--- config.mk ---
export PLATFORM = sky130hd
export DESIGN_NAME = lieat_csr_unit
export DESIGN_NICKNAME = d
export VERILOG_FILES = /design/src/rtl/lieat_csr_unit.sv
export SDC_FILE = /design/constraint.sdc
export NUM_CORES = 1
export LEC_CHECK = 0
export ABC_AREA = 1
export BUFFER_PORTS_ARGS = -buffer_cell sky130_fd_sc_hd__buf_2
export CAP_MARGIN = 0
export CORE_UTILIZATION = 40
export DETAILED_ROUTE_END_ITERATION = 16
export HOLD_SLACK_MARGIN = 0.03
export MAX_ROUTING_LAYER = met4
export PLACE_DENSITY = 0.6
export SLEW_MARGIN = 20
export SYNTH_ARGS = -nofsm -noshare
export SYNTH_HDL_FRONTEND = slang
export SYNTH_SLANG_ARGS = --single-unit
--- constraint.sdc ---
create_clock -name clock -period 5 [get_ports clock]
set_input_delay 1.5 -clock clock [delete_from_list [all_inputs] [get_ports clock]]
set_output_delay 1.5 -clock clock [all_outputs]
set_load 0.05 [all_outputs]
--- src/rtl/lieat_csr_unit.sv ---
// Machine-mode CSR file with interrupt/ecall/mret trap sequencing.
// Optional feature macro: LIEAT_CSR_COUNTER_EN adds 64-bit mcycle/minstret.
module lieat_csr_unit #(
   parameter int unsigned    XLEN      = 32,
   parameter logic [XLEN-1:0] MTVEC_RST = '0
) (
   input  logic             clock,
   input  logic             reset,
   input  logic             csr_ena,
   input  logic             csr_read,
   input  logic             csr_write,
   input  logic [11:0]      csr_idx,
   input  logic [XLEN-1:0]  csr_wdata,
   output logic [XLEN-1:0]  csr_rdata,
   output logic             csr_ilgl,
   input  logic [XLEN-1:0]  csr_pc,
   input  logic [XLEN-1:0]  if_hold_pc,
   input  logic             if_hold_rsp,
   input  logic             trap_ecall,
   input  logic             trap_mret,
   input  logic             irq_msip,
   input  logic             irq_mtip,
   input  logic             instr_retire,
   output logic             trap_take,
   output logic [XLEN-1:0]  trap_pc
);

   localparam int unsigned CSR_AW = 12;
   localparam int unsigned CNT_W  = 64;

   localparam logic [CSR_AW-1:0] ADDR_MSTATUS  = 12'h300;
   localparam logic [CSR_AW-1:0] ADDR_MIE      = 12'h304;
   localparam logic [CSR_AW-1:0] ADDR_MTVEC    = 12'h305;
   localparam logic [CSR_AW-1:0] ADDR_MSCRATCH = 12'h340;
   localparam logic [CSR_AW-1:0] ADDR_MEPC     = 12'h341;
   localparam logic [CSR_AW-1:0] ADDR_MCAUSE   = 12'h342;
   localparam logic [CSR_AW-1:0] ADDR_MTVAL    = 12'h343;
   localparam logic [CSR_AW-1:0] ADDR_MIP      = 12'h344;
`ifdef LIEAT_CSR_COUNTER_EN
   localparam logic [CSR_AW-1:0] ADDR_MCYCLE    = 12'hB00;
   localparam logic [CSR_AW-1:0] ADDR_MINSTRET  = 12'hB02;
   localparam logic [CSR_AW-1:0] ADDR_MCYCLEH   = 12'hB80;
   localparam logic [CSR_AW-1:0] ADDR_MINSTRETH = 12'hB82;
`endif

   localparam logic [XLEN-1:0] ALIGN_MASK  = {{(XLEN-2){1'b1}}, 2'b00};
   localparam logic [XLEN-1:0] CAUSE_MSI   = {1'b1, (XLEN-1)'(3)};
   localparam logic [XLEN-1:0] CAUSE_MTI   = {1'b1, (XLEN-1)'(7)};
   localparam logic [XLEN-1:0] CAUSE_ECALL = XLEN'(11);

   logic            mst_mie_q, mst_mpie_q;
   logic [XLEN-1:0] mie_q, mtvec_q, mscratch_q, mepc_q, mcause_q, mtval_q;
   logic            mip_msip_q, mip_mtip_q;

   logic            hit;
   logic [XLEN-1:0] rd_val;
   logic [XLEN-1:0] mstatus_rd, mip_rd;
   logic            wr_en;
   logic            take_sw, take_tm, take_ecall, take_mret, take_trap;
   logic [XLEN-1:0] mtvec_base, pc_plus4;

`ifdef LIEAT_CSR_COUNTER_EN
   logic [CNT_W-1:0] mcycle_q, minstret_q, wdata64;
   logic             we_cyc_lo, we_cyc_hi, we_ret_lo, we_ret_hi;
`else
   logic             unused_retire;
   assign unused_retire = instr_retire;
`endif

   // Address decode and read mux for implemented CSRs
   always_comb begin
      hit        = 1'b0;
      rd_val     = '0;
      mstatus_rd = '0;
      mstatus_rd[12:11] = 2'b11;
      mstatus_rd[7]     = mst_mpie_q;
      mstatus_rd[3]     = mst_mie_q;
      mip_rd     = '0;
      mip_rd[7]  = mip_mtip_q;
      mip_rd[3]  = mip_msip_q;
      case (csr_idx)
         ADDR_MSTATUS:  begin hit = 1'b1; rd_val = mstatus_rd; end
         ADDR_MIE:      begin hit = 1'b1; rd_val = mie_q;      end
         ADDR_MTVEC:    begin hit = 1'b1; rd_val = mtvec_q;    end
         ADDR_MSCRATCH: begin hit = 1'b1; rd_val = mscratch_q; end
         ADDR_MEPC:     begin hit = 1'b1; rd_val = mepc_q;     end
         ADDR_MCAUSE:   begin hit = 1'b1; rd_val = mcause_q;   end
         ADDR_MTVAL:    begin hit = 1'b1; rd_val = mtval_q;    end
         ADDR_MIP:      begin hit = 1'b1; rd_val = mip_rd;     end
`ifdef LIEAT_CSR_COUNTER_EN
         ADDR_MCYCLE:   begin hit = 1'b1; rd_val = XLEN'(mcycle_q);   end
         ADDR_MINSTRET: begin hit = 1'b1; rd_val = XLEN'(minstret_q); end
         ADDR_MCYCLEH: begin
            if (XLEN == 32) begin
               hit    = 1'b1;
               rd_val = XLEN'(mcycle_q[CNT_W-1:32]);
            end
         end
         ADDR_MINSTRETH: begin
            if (XLEN == 32) begin
               hit    = 1'b1;
               rd_val = XLEN'(minstret_q[CNT_W-1:32]);
            end
         end
`endif
         default: begin hit = 1'b0; rd_val = '0; end
      endcase
   end

   assign csr_rdata = (csr_ena && csr_read && hit) ? rd_val : '0;
   assign csr_ilgl  = csr_ena && (csr_read || csr_write) && !hit;
   assign wr_en     = csr_ena && csr_write && hit;

   // Trap arbitration: software irq > timer irq > ecall > mret
   always_comb begin
      take_sw    = mst_mie_q && mie_q[3] && mip_msip_q;
      take_tm    = !take_sw && mst_mie_q && mie_q[7] && mip_mtip_q && if_hold_rsp;
      take_ecall = !take_sw && !take_tm && trap_ecall;
      take_mret  = !take_sw && !take_tm && !trap_ecall && trap_mret;
      take_trap  = take_sw || take_tm || take_ecall;
      mtvec_base = mtvec_q & ALIGN_MASK;
      pc_plus4   = csr_pc + XLEN'(4);
      trap_take  = reset && (take_trap || take_mret);
      trap_pc    = MTVEC_RST;
      if (reset) begin
         if (take_mret)
            trap_pc = mepc_q;
         else if (mtvec_q[1:0] == 2'b01 && take_sw)
            trap_pc = mtvec_base + XLEN'(12);
         else if (mtvec_q[1:0] == 2'b01 && take_tm)
            trap_pc = mtvec_base + XLEN'(28);
         else
            trap_pc = mtvec_base;
      end
   end

   // mstatus: trap/mret updates take priority over software writes
   always_ff @(posedge clock or negedge reset) begin
      if (!reset) begin
         mst_mie_q  <= 1'b0;
         mst_mpie_q <= 1'b0;
      end else if (take_trap) begin
         mst_mpie_q <= mst_mie_q;
         mst_mie_q  <= 1'b0;
      end else if (take_mret) begin
         mst_mie_q  <= mst_mpie_q;
         mst_mpie_q <= 1'b1;
      end else if (wr_en && csr_idx == ADDR_MSTATUS) begin
         mst_mie_q  <= csr_wdata[3];
         mst_mpie_q <= csr_wdata[7];
      end
   end

   // Trap-state CSRs: mepc, mcause, mtval
   always_ff @(posedge clock or negedge reset) begin
      if (!reset) begin
         mepc_q   <= '0;
         mcause_q <= '0;
         mtval_q  <= '0;
      end else if (take_trap) begin
         mtval_q <= '0;
         if (take_sw) begin
            mepc_q   <= pc_plus4 & ALIGN_MASK;
            mcause_q <= CAUSE_MSI;
         end else if (take_tm) begin
            mepc_q   <= if_hold_pc & ALIGN_MASK;
            mcause_q <= CAUSE_MTI;
         end else begin
            mepc_q   <= csr_pc & ALIGN_MASK;
            mcause_q <= CAUSE_ECALL;
         end
      end else if (wr_en) begin
         if (csr_idx == ADDR_MEPC)   mepc_q   <= csr_wdata & ALIGN_MASK;
         if (csr_idx == ADDR_MCAUSE) mcause_q <= csr_wdata;
         if (csr_idx == ADDR_MTVAL)  mtval_q  <= csr_wdata;
      end
   end

   // Plain software-writable CSRs; mtvec mode legalised to direct/vectored
   always_ff @(posedge clock or negedge reset) begin
      if (!reset) begin
         mie_q      <= '0;
         mtvec_q    <= MTVEC_RST;
         mscratch_q <= '0;
      end else if (wr_en) begin
         if (csr_idx == ADDR_MIE)      mie_q      <= csr_wdata;
         if (csr_idx == ADDR_MSCRATCH) mscratch_q <= csr_wdata;
         if (csr_idx == ADDR_MTVEC)
            mtvec_q <= (csr_wdata & ALIGN_MASK) |
                       (csr_wdata[1] ? XLEN'(0) : XLEN'(csr_wdata[0]));
      end
   end

   // mip mirrors the interrupt lines one cycle late
   always_ff @(posedge clock or negedge reset) begin
      if (!reset) begin
         mip_msip_q <= 1'b0;
         mip_mtip_q <= 1'b0;
      end else begin
         mip_msip_q <= irq_msip;
         mip_mtip_q <= irq_mtip;
      end
   end

`ifdef LIEAT_CSR_COUNTER_EN
   always_comb begin
      wdata64   = CNT_W'(csr_wdata);
      we_cyc_lo = wr_en && csr_idx == ADDR_MCYCLE;
      we_cyc_hi = wr_en && csr_idx == ADDR_MCYCLEH;
      we_ret_lo = wr_en && csr_idx == ADDR_MINSTRET;
      we_ret_hi = wr_en && csr_idx == ADDR_MINSTRETH;
   end

   // mcycle counts every cycle unless software overwrites a half
   always_ff @(posedge clock or negedge reset) begin
      if (!reset)
         mcycle_q <= '0;
      else if (we_cyc_lo)
         mcycle_q <= (XLEN == 64) ? wdata64 : {mcycle_q[CNT_W-1:32], wdata64[31:0]};
      else if (we_cyc_hi)
         mcycle_q <= {wdata64[31:0], mcycle_q[31:0]};
      else
         mcycle_q <= mcycle_q + CNT_W'(1);
   end

   // minstret counts retired instructions unless software overwrites a half
   always_ff @(posedge clock or negedge reset) begin
      if (!reset)
         minstret_q <= '0;
      else if (we_ret_lo)
         minstret_q <= (XLEN == 64) ? wdata64 : {minstret_q[CNT_W-1:32], wdata64[31:0]};
      else if (we_ret_hi)
         minstret_q <= {wdata64[31:0], minstret_q[31:0]};
      else if (instr_retire)
         minstret_q <= minstret_q + CNT_W'(1);
   end
`endif

endmodule
======== Word level (Yosys, flattened, before mapping) ========
Index checks and enable logic that the tools add are counted.
operators by class
  bitwise logic cells ..................... 1
  mux-type cells .......................... 27
  equality and inequality tests ........... 9
  reductions and logical operators ........ 40
  add/sub/neg operators ................... 3
operators with widths
  kind                                             number
  two-way mux 32 bit                               18
  case mux 32 bit (8 select lines)                 1
  == test 12 x 10 -> 1 bit, second input constant  8
  adder 32 x 3 -> 32 bit, second input constant    1
  adder 32 x 4 -> 32 bit, second input constant    1
  adder 32 x 5 -> 32 bit, second input constant    1
  OR 32 x 1 -> 32 bit                              1
  logical AND 1 bit                                20
  AND reduction 2 bit                              6
  two-way mux 1 bit                                8
  nonzero test 2 bit                               4
  OR reduction 8 bit                               1
  zero test 1 bit                                  4
  logical OR 1 bit                                 4
  nonzero test 3 bit                               1
  == test 2 x 1 -> 1 bit, second input constant    1
storage, ports and cells
  register bits after elaboration ......... 196
  input port bits ......................... 119
  word-level logic and storage cells ...... 90

======== Depth between registers and ports, before layout ========
Gate-level depths: netlist of the first run.
  depth in word-level cells ............... 13
  depth in mapped cells ................... 13
  depth with buffers taken out ............ 13

======== Least setup slack after synthesis of the first run ========
Ideal clock, no wire load.
  path kind ............................... in2out
  start point ............................. input port csr_idx[5]
  end point ............................... output port csr_rdata[7]
  cell stages on the path ................. 10
  buffers on the path ..................... 1
  slack ................................... 0.184 ns
  data arrival time ....................... 3.316 ns
  cell sequence ........................... nor2_1 nand2_2 nor2_2 nand2_1 inv_2 buf_2 nand2_1 o21ai_0 nor2_1 a31oi_1
on the way
  word-level cells in the longest chain between the ends .. 5
  elaborated cells on any way between the ends .. 13
  classes of those cells .................. eq/ne (8); mux (3); reduce/logical (2)
ends and longest elaborated chain
  what                          line  source
  from (decl)                   12    input logic [11:0] csr_idx,
  == test 12 x 10 -> 1 bit      81    case (csr_idx)
  OR reduction 8 bit (no line)  -
  two-way mux 1 bit             81
  logical AND 1 bit             110   assign csr_rdata = (csr_ena && csr_read && hit) ? rd_val : '0;
  two-way mux 32 bit (*)        110
  to (decl)                     14    output logic [XLEN-1:0] csr_rdata,
Every way passes the cells marked *; elsewhere a longest branch is shown, timed or not.

======== Worst setup path after layout of the first run ========
  start point ............................. input port csr_idx[1]
  end point ............................... output port csr_rdata[1]
Same word-level chain as after synthesis.

==> key figures, run 1 <==
Global route
  • Antenna violations before repair: 0
  • Total GRT Usage: 0.302
  • Largest net degree at the start of global routing: 72
  • Total global routing overflow: 0
  • First-pass GRT wire length: slightly below 70 mm
  • Vias in the first global route: between 10000 and 15000

Worst setup path
  • Setup crit end kind: output port
  • Crit Path Max Fanout: 32
  • Crit path arrival time: between 3000 and 4000 ps
  • Worst Path Required: 3500 ps
  • Crit Path Category: input port to output port
  • Reg-to-Reg Start: mip_msip_q
  • Startpoint type of the worst setup path: input port
  • R2R Setup Slk: between 1500 and 2000 ps
  • R2R Path End: mst_mie_q
  • R2R depth: 10

Clock tree
  • Clock insertion delay at the later pin of the skew report: between 400 and 500 ps
  • CTS tree: yes
  • Worst-path clk slew: roughly 70 ps
  • Root buffer cell: clkbuf_16
  • CTS H-Tree Depth: 4
  • Setup bufs post-CTS: 0
  • CTS Buf Count: 17
  • CTS Buffer Depth: 2
  • Clk sink count: around 190

Routing
  • Drt first pass iters: 6
  • Vias/cell: around 5.4
  • WL/cell: ~19 um
  • Total Routed Length: approximately 44 mm
  • Via count: around 13000
  • Final ANT Viol Nets: 0
  • DRT iter0 DRCs: between 1000 and 1500
  • Detailed-route DRC error count: 0

Floorplan
  • Initial Utilization: 0.409
  • Horiz. Die Dim: around 180 um
  • Vert. Die Dim: 176 um
  • Num rows: 63
  • DIE AREA: between 0.03 and 0.04 sq mm
  • # IOs: between 150 and 200
  • Core area: 0.0297 sq mm

Synthesis
  • Area leader, netlist: dfrtp_1
  • Synthesized cell area: 0.0121 sq mm
  • Yosys cell types: slightly above 40
  • FF+latch count, synth: between 150 and 200
  • YS warnings: 0
  • Ranking of synthesized cells by area: dfrtp_1, nand2_1, nand3_1
  • Seq/Total Area, Yosys: 0.398
  • Post-synth EDFFs: 0
  • Syn Inst Count: about 1800
  • Async S/R FF share, synth: 1.00
  • Top cell type's share of synthesized area: 0.398
  • Ys flop type: dfrtp_1
  • Syn avg cell area: between 6 and 7 sq um

Final layout
  • Final cell utilization of the core: 0.477
  • Layout cells sized above 1: 0.160
  • Area grow syn2layout: 16.7%
  • Fin area: about 0.014 sq mm
  • Post-route insts no fill: around 2300
  • Final nets: between 2000 and 2500

Worst hold path
  • Hold depth: 2
  • Critical hold path startpoint: mscratch_q[30]
  • Tightest Hold Check Type: flop to flop
  • Hold-critical path endpoint: mscratch_q[30]

Timing
  • Setup TNS: 0 ps
  • Slew HR: 0.429
  • RSZ-0062 raised after global routing: yes
  • Max Fclk: just over 0.2 GHz
  • Final setup fails: 0
  • Least-Margin Pin Slew: approximately 860 ps
  • Minimum clock period: between 4000 and 5000 ps
  • Final hold viol count: 0
  • Setup Skew: 12.8 ps
  • Crit share post-route: 0.978
  • Pins Over Slew Limit: 0

Place
  • Cell total after placement: about 2300
  • DP Area: between 0.01 and 0.015 sq mm
  • PortBufs: 177
  • RePlAce Congestion: between 0.9 and 1
  • DP HPWL: about 33 mm

Outcome
  • Status: finished, final reports clean

Power and ir drop
  • Pwr Total: roughly 3.4 mW
  • Leakage power: 6.67 nW
  • Max IR drop VDD: 226 uV
  • Pwr/cell area: around 240 mW/mm^2

Run
  • Max-cap violations: 0
area by class of cell:
cell class	count	area, sq um
clock buffer	19	443
inverter	152	576
multi-input combinational	1331	6250
sequential	193	4830
clock inverter	13	161
fill	3113	15500
timing repair buffer	226	1420
timing repair inverter	1	5.00
tap	390	488
antenna	2	5.00
worst max-delay path, stage by stage:
cell     delay (ps)
buf_2           130
nor2_1          130
nand3_1         130
nor2_2          180
nand2_1         130
nand2_2         110
nor2_4           50
nand2_8          90
nand3_2          90
buf_12          190
a21oi_1         300
buf_2           340
routing by layer:
metal | share of wire | vias up | global-route usage
li1 | - | 6115 | -
met1 | 0.45 | 5969 | 0.420
met2 | 0.44 | 512 | 0.445
met3 | 0.090 | 54 | 0.0655
met4 | 0.017 | 0 | 0.0764
met5 | 0 | - | -
cell usage in the layout (no fill, tap or decap), types with 4 or more instances in the layout:
master and n:
o211ai_1 17, a21oi_1 63, buf_12 11, nor2_1 141
nand4_1 24, nor2_2 9, nor3_1 27, o21ai_0 89
nor2_4 5, clkbuf_16 17, dfrtp_1 193, nand2_1 546
nand3_4 4, nand3_2 7, xor2_1 15, clkbuf_4 6
inv_6 7, and3_1 10, nand2_2 7, inv_1 138
nand3_1 181, buf_4 39, inv_2 9, o21ai_1 133
nand3b_1 6, a22oi_1 21, buf_2 169
cells in the mapped netlist, types with 3 or more instances:
master	number
buf_1	9
nor4_1	3
clkinv_1	4
inv_2	10
buf_4	10
nand3b_1	6
o211ai_1	17
and3_1	10
nor2_2	9
nor2_4	5
nand4_1	24
nand3_4	4
a22oi_1	21
nand2_2	6
nor3_1	27
a21oi_1	64
o21ai_1	133
xnor2_1	3
buf_6	9
clkbuf_1	19
dfrtp_1	193
o21ai_0	89
o221ai_1	3
inv_1	138
nand2_1	547
xor2_1	15
nand3_2	6
nand3_1	182
buf_2	45
nor2_1	141
state kept, by name (all words and copies together) (netlist names):
signal      cells
mcause_q       32
mepc_q         30
mie_q          32
mip_msip_q      1
mip_mtip_q      1
mscratch_q     32
mst_mie_q       1
mst_mpie_q      1
mtval_q        32
mtvec_q        31
timing repair:
action | in CTS | in global routing
hold buffers | 0 | 0
resized for setup | 0 | 12
endpoints found under the setup margin | 0 | 17
where the power goes:
group	leakage, nW	switching [mW]	internal (mW)
Combinational	3.74	0.270	0.105
Clock	0.298	0.670	0.771
Sequential	2.63	0.0257	1.59
per-stage QoR:
step | worst slack [ps] | hold WS [ps]
6_report | 108 | 490
5_1_grt | -1.90 | 514
4_1_cts | 99.5 | 491
3_5_place_dp | 106 | 474
3_3_place_gp | 128 | 466
2_1_floorplan | 184 | 453
cell families after synthesis:
kind of cell,count (synthesis),synth area share
simple gates,976,0.351
compound gates,333,0.147
buf+inv,244,0.0887
flops,193,0.398
xor+xnor,18,0.0130
fa+ha+maj,2,0.00206
other cells,1,0.000309
how the worst max path moves through the flow:
stage                     start      endpoint  slack, ps
global route         csr_idx[5]  csr_rdata[0]         -2
global placement    if_hold_rsp   trap_pc[14]        130
detailed placement  if_hold_rsp   trap_pc[14]        110
floorplan            csr_idx[5]  csr_rdata[7]        180
CTS                 if_hold_rsp   trap_pc[14]        100
finish               csr_idx[1]  csr_rdata[1]        110
No activity file was read; power rests on OpenSTA's default activity.
==> run 2, diff against run 1 <==
==> constraint.sdc (replaced) <==
create_clock -name clock -period 6.3 [get_ports clock]
set_input_delay 1.89 -clock clock [delete_from_list [all_inputs] [get_ports clock]]
set_output_delay 1.89 -clock clock [all_outputs]
set_load 0.05 [all_outputs]
==> run 2 against run 1 <==
  * Utilization fell by 1.0 points
  * Clock power fell by 25%
  * Cell area fell by 2.2%
  * Final cell count fell by 0.99%
  * Largest power group unchanged
  * Combinational power fell by 21%
  * Critical path depth fell by 1
  * First-iteration DRC count rose by 2.9%
  * Die area did not move
  * Non-clock buffer count fell by 21
  * Sequential cell count did not move
  * Routed wire length rose by 0.11%
  * Critical endpoint is now csr_rdata[18]
  * Setup slack improved by 290 ps
==> key figures, run 2 (same netlist as run 1, synthesis figures left out) <==
Power and ir drop
  • Sw Pwr: ~0.78 mW
  • Sequential share of power: 0.483
  • Int Pwr: between 1.5 and 2 mW
  • Clock share of power: 0.405
  • Switching share of power: 0.294
  • Max IR drop VDD: roughly 170 uV
  • Share of total power in combinational logic: 0.112
  • Pwr/cell area: about 190 mW/mm^2
  • Leakage power: roughly 6.5 nW

Place
  • Setup WS pre-CTS: approximately 420 ps
  • DP HPWL: roughly 32 mm
  • PortBufs: 177
  • RePlAce Congestion: 1.01
  • Cell total after placement: between 2000 and 2500

Timing
  • Minimum clock period: slightly below 6000 ps
  • Setup TNS: 0 ps
  • Final hold viol count: 0
  • Pins Over Slew Limit: 0
  • Slew HR: 0.336
  • Max Fclk: between 0.15 and 0.2 GHz
  • RSZ-0062 raised after global routing: no
  • Final setup fails: 0
  • Setup Skew: roughly 10 ps
  • Crit share post-route: 0.936
  • Final WS setup: just over 400 ps
  • Least-Margin Pin Slew: around 1000 ps
  • Min Hold Slack: between 400 and 500 ps

Final layout
  • Layout cells sized above 1: 0.149
  • Final cell utilization of the core: 0.467
  • Area grow syn2layout: 14.2%
  • Final nets: between 2000 and 2500
  • Most common cell after layout, fill and taps aside: nand2_1
  • Post-route insts no fill: 2304
  • Commonest cells after routing, fill and taps aside: nand2_1, dfrtp_1, nand3_1

Floorplan
  • Vert. Die Dim: between 150 and 200 um
  • DIE AREA: 0.0311 sq mm
  • Core area: just under 0.03 sq mm
  • Horiz. Die Dim: around 180 um
  • # IOs: between 150 and 200
  • Initial Utilization: 0.409
  • Num rows: 63

Clock tree
  • CTS tree: yes
  • CTS H-Tree Depth: 4
  • Clock insertion delay at the later pin of the skew report: 460 ps
  • Hold-fix buffers at CTS: 0
  • Clk sink count: 193
  • Worst-path clk slew: 70 ps
  • CTS Buffer Depth: 2
  • Setup bufs post-CTS: 0
  • Post-cts sizing count: 0
  • Root buffer cell: clkbuf_16
  • CTS Buf Count: 17

Worst setup path
  • Setup crit end kind: output port
  • Max stage delay on crit path: between 500 and 600 ps
  • Worst Path Required: around 4400 ps
  • Most frequent CP cell: nor2_1
  • Crit-path cells: buf_2 -> nand3_1 -> nor2_1 -> nand2_1 -> clkinv_1 -> buf_12 -> nand2_1 -> o211ai_1 -> nor2_1 -> nor2_1 -> buf_2
  • Crit Path Category: input port to output port
  • Crit Path Max Fanout: 15
  • Slowest-stage cell, CP: clkinv_1
  • Crit path arrival time: 4010 ps
  • Worst Path Buf+Inv: 4
  • Startpoint type of the worst setup path: input port
  • CP top delay family: buffers and inverters

Global route
  • Total global routing overflow: 0
  • Vias in the first global route: 11700
  • Total GRT Usage: 0.299
  • First-pass GRT wire length: 68.7 mm
  • Antenna violations before repair: 1
  • Largest net degree at the start of global routing: 79

Worst hold path
  • Tightest Hold Check Type: flop to flop

Routing
  • Final ANT Viol Nets: 0
  • WL/cell: slightly below 20 um
  • Total Routed Length: roughly 44 mm
  • Via count: approximately 13000
  • Detailed-route DRC error count: 0
  • Drt first pass iters: 5
  • Vias/cell: 5.48
  • DRT iter0 DRCs: 1330

Run
  • Max-cap violations: 0

Outcome
  • Status: finished, final reports clean
==> run 2: worst paths after layout <==
kind                                 from             end  slack [ps]  depth (start not counted)
min reg2reg                mscratch_q[25]  mscratch_q[25]         490                          2
min in group asynchronous           reset     mtval_q[22]        1320                          1
max reg2reg                     mst_mie_q       mst_mie_q        3130                         11
max                            csr_idx[8]   csr_rdata[18]         400                         11
max in group asynchronous           reset   mscratch_q[5]        4010                          3
min                        mscratch_q[25]  mscratch_q[25]         490                          2
==> run 2: area by class of cell <==
cell class                 instances  area, sq um
inverter                         152          571
clock inverter                    14          119
antenna                            1         2.50
multi-input combinational       1331         6240
tap                              390          488
timing repair buffer             205         1170
fill                            3183        15900
sequential                       193         4830
clock buffer                      18          439
==> run 2: power by group through the flow <==
stage	combinational (mW)	sequential, mW	clock [mW]
finish	0.297	1.28	1.08
global route	0.326	1.29	1.14
CTS	0.292	1.28	1.08
detailed placement	0.291	1.31	0
global placement	0.290	1.31	0
floorplan	0.157	1.30	0
==> run 2: layer usage <==
metal / share of wire / GRT usage
met3: 0.071 / 0.0444
met4: 0.022 / 0.0859
met5: 0 / -
met1: 0.47 / 0.420
met2: 0.44 / 0.446
==> run 2: stage by stage <==
| stage | instance area (sq um) | total power [mW] |
|---|---|---|
| after floorplan | 12100 | 1.46 |
| after global placement | 13300 | 1.60 |
| after global routing | 13900 | 2.75 |
| after CTS | 13800 | 2.66 |
| after detailed placement | 13300 | 1.60 |
| final | 13900 | 2.66 |
==> run 2: worst reg2reg max path, delay by kind of cell, from the launching register on <==
family	cells	cell delay (ps)
DFF	1	430
and+or+nand+nor	7	1140
AOI/OAI and AO/OA	2	200
buffers and inverters	2	1320
==> run 3, diff against run 2 <==
==> constraint.sdc (replaced) <==
create_clock -name clock -period 7.2 [get_ports clock]
set_input_delay 2.16 -clock clock [delete_from_list [all_inputs] [get_ports clock]]
set_output_delay 2.16 -clock clock [all_outputs]
set_load 0.05 [all_outputs]
==> run 3 against run 2 <==
  * Die area unchanged
  * Final cell count down 0.22%
  * Highest routed layer unchanged
  * First-iteration DRC count down 7.0%
  * Sequential power down 13%
==> key figures, run 3 (same netlist as run 1, synthesis figures left out) <==
Outcome
  • Status: finished, final reports clean

Power and ir drop
  • Pwr/cell area: 166 mW/mm^2
  • Pwr Total: about 2.3 mW
  • Max IR drop VDD: ~140 uV
  • Leakage power: 6.50 nW

Timing
  • Setup TNS: 0 ps
  • Max Fclk: around 0.15 GHz
  • RSZ-0062 raised after global routing: no
  • Min Hold Slack: around 490 ps
  • Final setup fails: 0
  • Slew HR: 0.350
  • Least-Margin Pin Slew: 973 ps
  • Setup Skew: approximately 7.9 ps
  • Crit share post-route: 0.947
  • Final hold viol count: 0
  • Pins Over Slew Limit: 0
  • Minimum clock period: slightly below 7000 ps

Clock tree
  • Setup bufs post-CTS: 0
  • CTS Buffer Depth: 2
  • Root buffer cell: clkbuf_16
  • Hold-fix buffers at CTS: 0
  • Clock insertion delay at the later pin of the skew report: roughly 450 ps
  • CTS Buf Count: 17
  • Post-cts sizing count: 0
  • Clk sink count: 193
  • CTS H-Tree Depth: 4
  • Worst-path clk slew: approximately 70 ps
  • CTS tree: yes

Worst setup path
  • Crit Path Max Fanout: 19
  • Crit Path Category: input port to output port
  • Startpoint type of the worst setup path: input port
  • Max stage delay on crit path: a little over 600 ps
  • CP top delay family: simple AND/OR/NAND/NOR gates
  • Worst Path Required: 5040 ps
  • Crit-path cells: buf_2 -> nor2_1 -> nand3_1 -> inv_2 -> nand3_1 -> nand2_1 -> nor2_4 -> nand2_8 -> nand3_2 -> a21oi_1 -> buf_2
  • Crit path arrival time: approximately 4700 ps
  • Setup crit end kind: output port
  • Slowest-stage cell, CP: a21oi_1
  • Worst Path Buf+Inv: 3

Routing
  • Total Routed Length: around 44 mm
  • Via count: 12500
  • Drt first pass iters: 5
  • Vias/cell: roughly 5.4
  • Final ANT Viol Nets: 0
  • Detailed-route DRC error count: 0
  • DRT iter0 DRCs: between 1000 and 1500
  • WL/cell: roughly 19 um

Run
  • Max-cap violations: 0

Global route
  • Total GRT Usage: 0.301
  • First-pass GRT wire length: between 60 and 70 mm
  • Largest net degree at the start of global routing: about 80
  • Total global routing overflow: 0
  • Antenna violations before repair: 1
  • Vias in the first global route: roughly 12000

Floorplan
  • Horiz. Die Dim: between 150 and 200 um
  • DIE AREA: 0.0311 sq mm
  • Num rows: 63
  • Vert. Die Dim: between 150 and 200 um
  • Core area: between 0.02 and 0.03 sq mm
  • Initial Utilization: 0.409
  • # IOs: between 150 and 200

Worst hold path
  • Tightest Hold Check Type: flop to flop

Final layout
  • Layout cells sized above 1: 0.146
  • Fin area: between 0.01 and 0.015 sq mm
  • Area grow syn2layout: 13.9%
  • Final cell utilization of the core: 0.465
  • Commonest cells after routing, fill and taps aside: nand2_1, dfrtp_1, nand3_1
  • Most common cell after layout, fill and taps aside: nand2_1
  • Final nets: ~2000
  • Layout fillers: 3143

Place
  • DP HPWL: approximately 32 mm
  • RePlAce Congestion: just under 1
  • DP Area: about 0.013 sq mm
  • PortBufs: 177
run 3: changes by cell type in the layout (fill, tap and decap cells not counted):
cell        change
buf_12          +2
buf_16          -1
buf_4           -6
clkbuf_1        +1
clkbuf_8        +1
clkinv_2        -2
clkinv_4        -1
clkinvlp_4      +3
inv_6           +1
inv_8           -3
run 3: cell type report:
class	count	area, sq um	share of cell area
inverter	152	571	0.0413
timing repair buffer	200	1140	0.0826
clock inverter	12	97.6	0.00706
antenna	1	2.50	0.000181
clock buffer	20	457	0.0330
multi-input combinational	1331	6240	0.451
tap	390	488	0.0353
sequential	193	4830	0.349
run 3: final timing paths:
path / slack (ps) / cells past startpoint / from / to
max: 380 / 11 / csr_idx[11] / csr_rdata[0]
min: 490 / 2 / mscratch_q[25] / mscratch_q[25]
max reg2reg: 4020 / 11 / mst_mie_q / mst_mie_q
min reg2reg: 490 / 2 / mscratch_q[25] / mscratch_q[25]
max in group asynchronous: 4330 / 3 / reset / mcause_q[20]
min in group asynchronous: 1600 / 1 / reset / mtval_q[19]
run 3: worst reg2reg max path, delay by kind of cell (launching register included):
| family | cells | cell delay, ps |
|---|---|---|
| AOI/OAI and AO/OA | 2 | 190 |
| buffers and inverters | 2 | 1360 |
| DFF | 1 | 420 |
| and+or+nand+nor | 7 | 1130 |
run 3: layer usage:
metal	GRT usage	wire length, um	share of wire
met5	-	0	0
met4	0.0826	831	0.019
met3	0.0586	3710	0.084
met2	0.444	19500	0.44
met1	0.419	20300	0.46
run 3: power by group:
| group | total [mW] | switching, mW | internal, mW |
|---|---|---|---|
| combinational | 0.257 | 0.186 | 0.0709 |
| clock | 0.922 | 0.454 | 0.468 |
| sequential | 1.12 | 0.0177 | 1.10 |
| total | 2.30 | 0.658 | 1.64 |
run 3: stage by stage:
stage | setup WS [ps] | cells
floorplan | 1060 | 1768
global placement | 510 | 2266
detailed placement | 511 | 2266
CTS | 502 | 2298
global route | 212 | 2299
finish | 378 | 2299
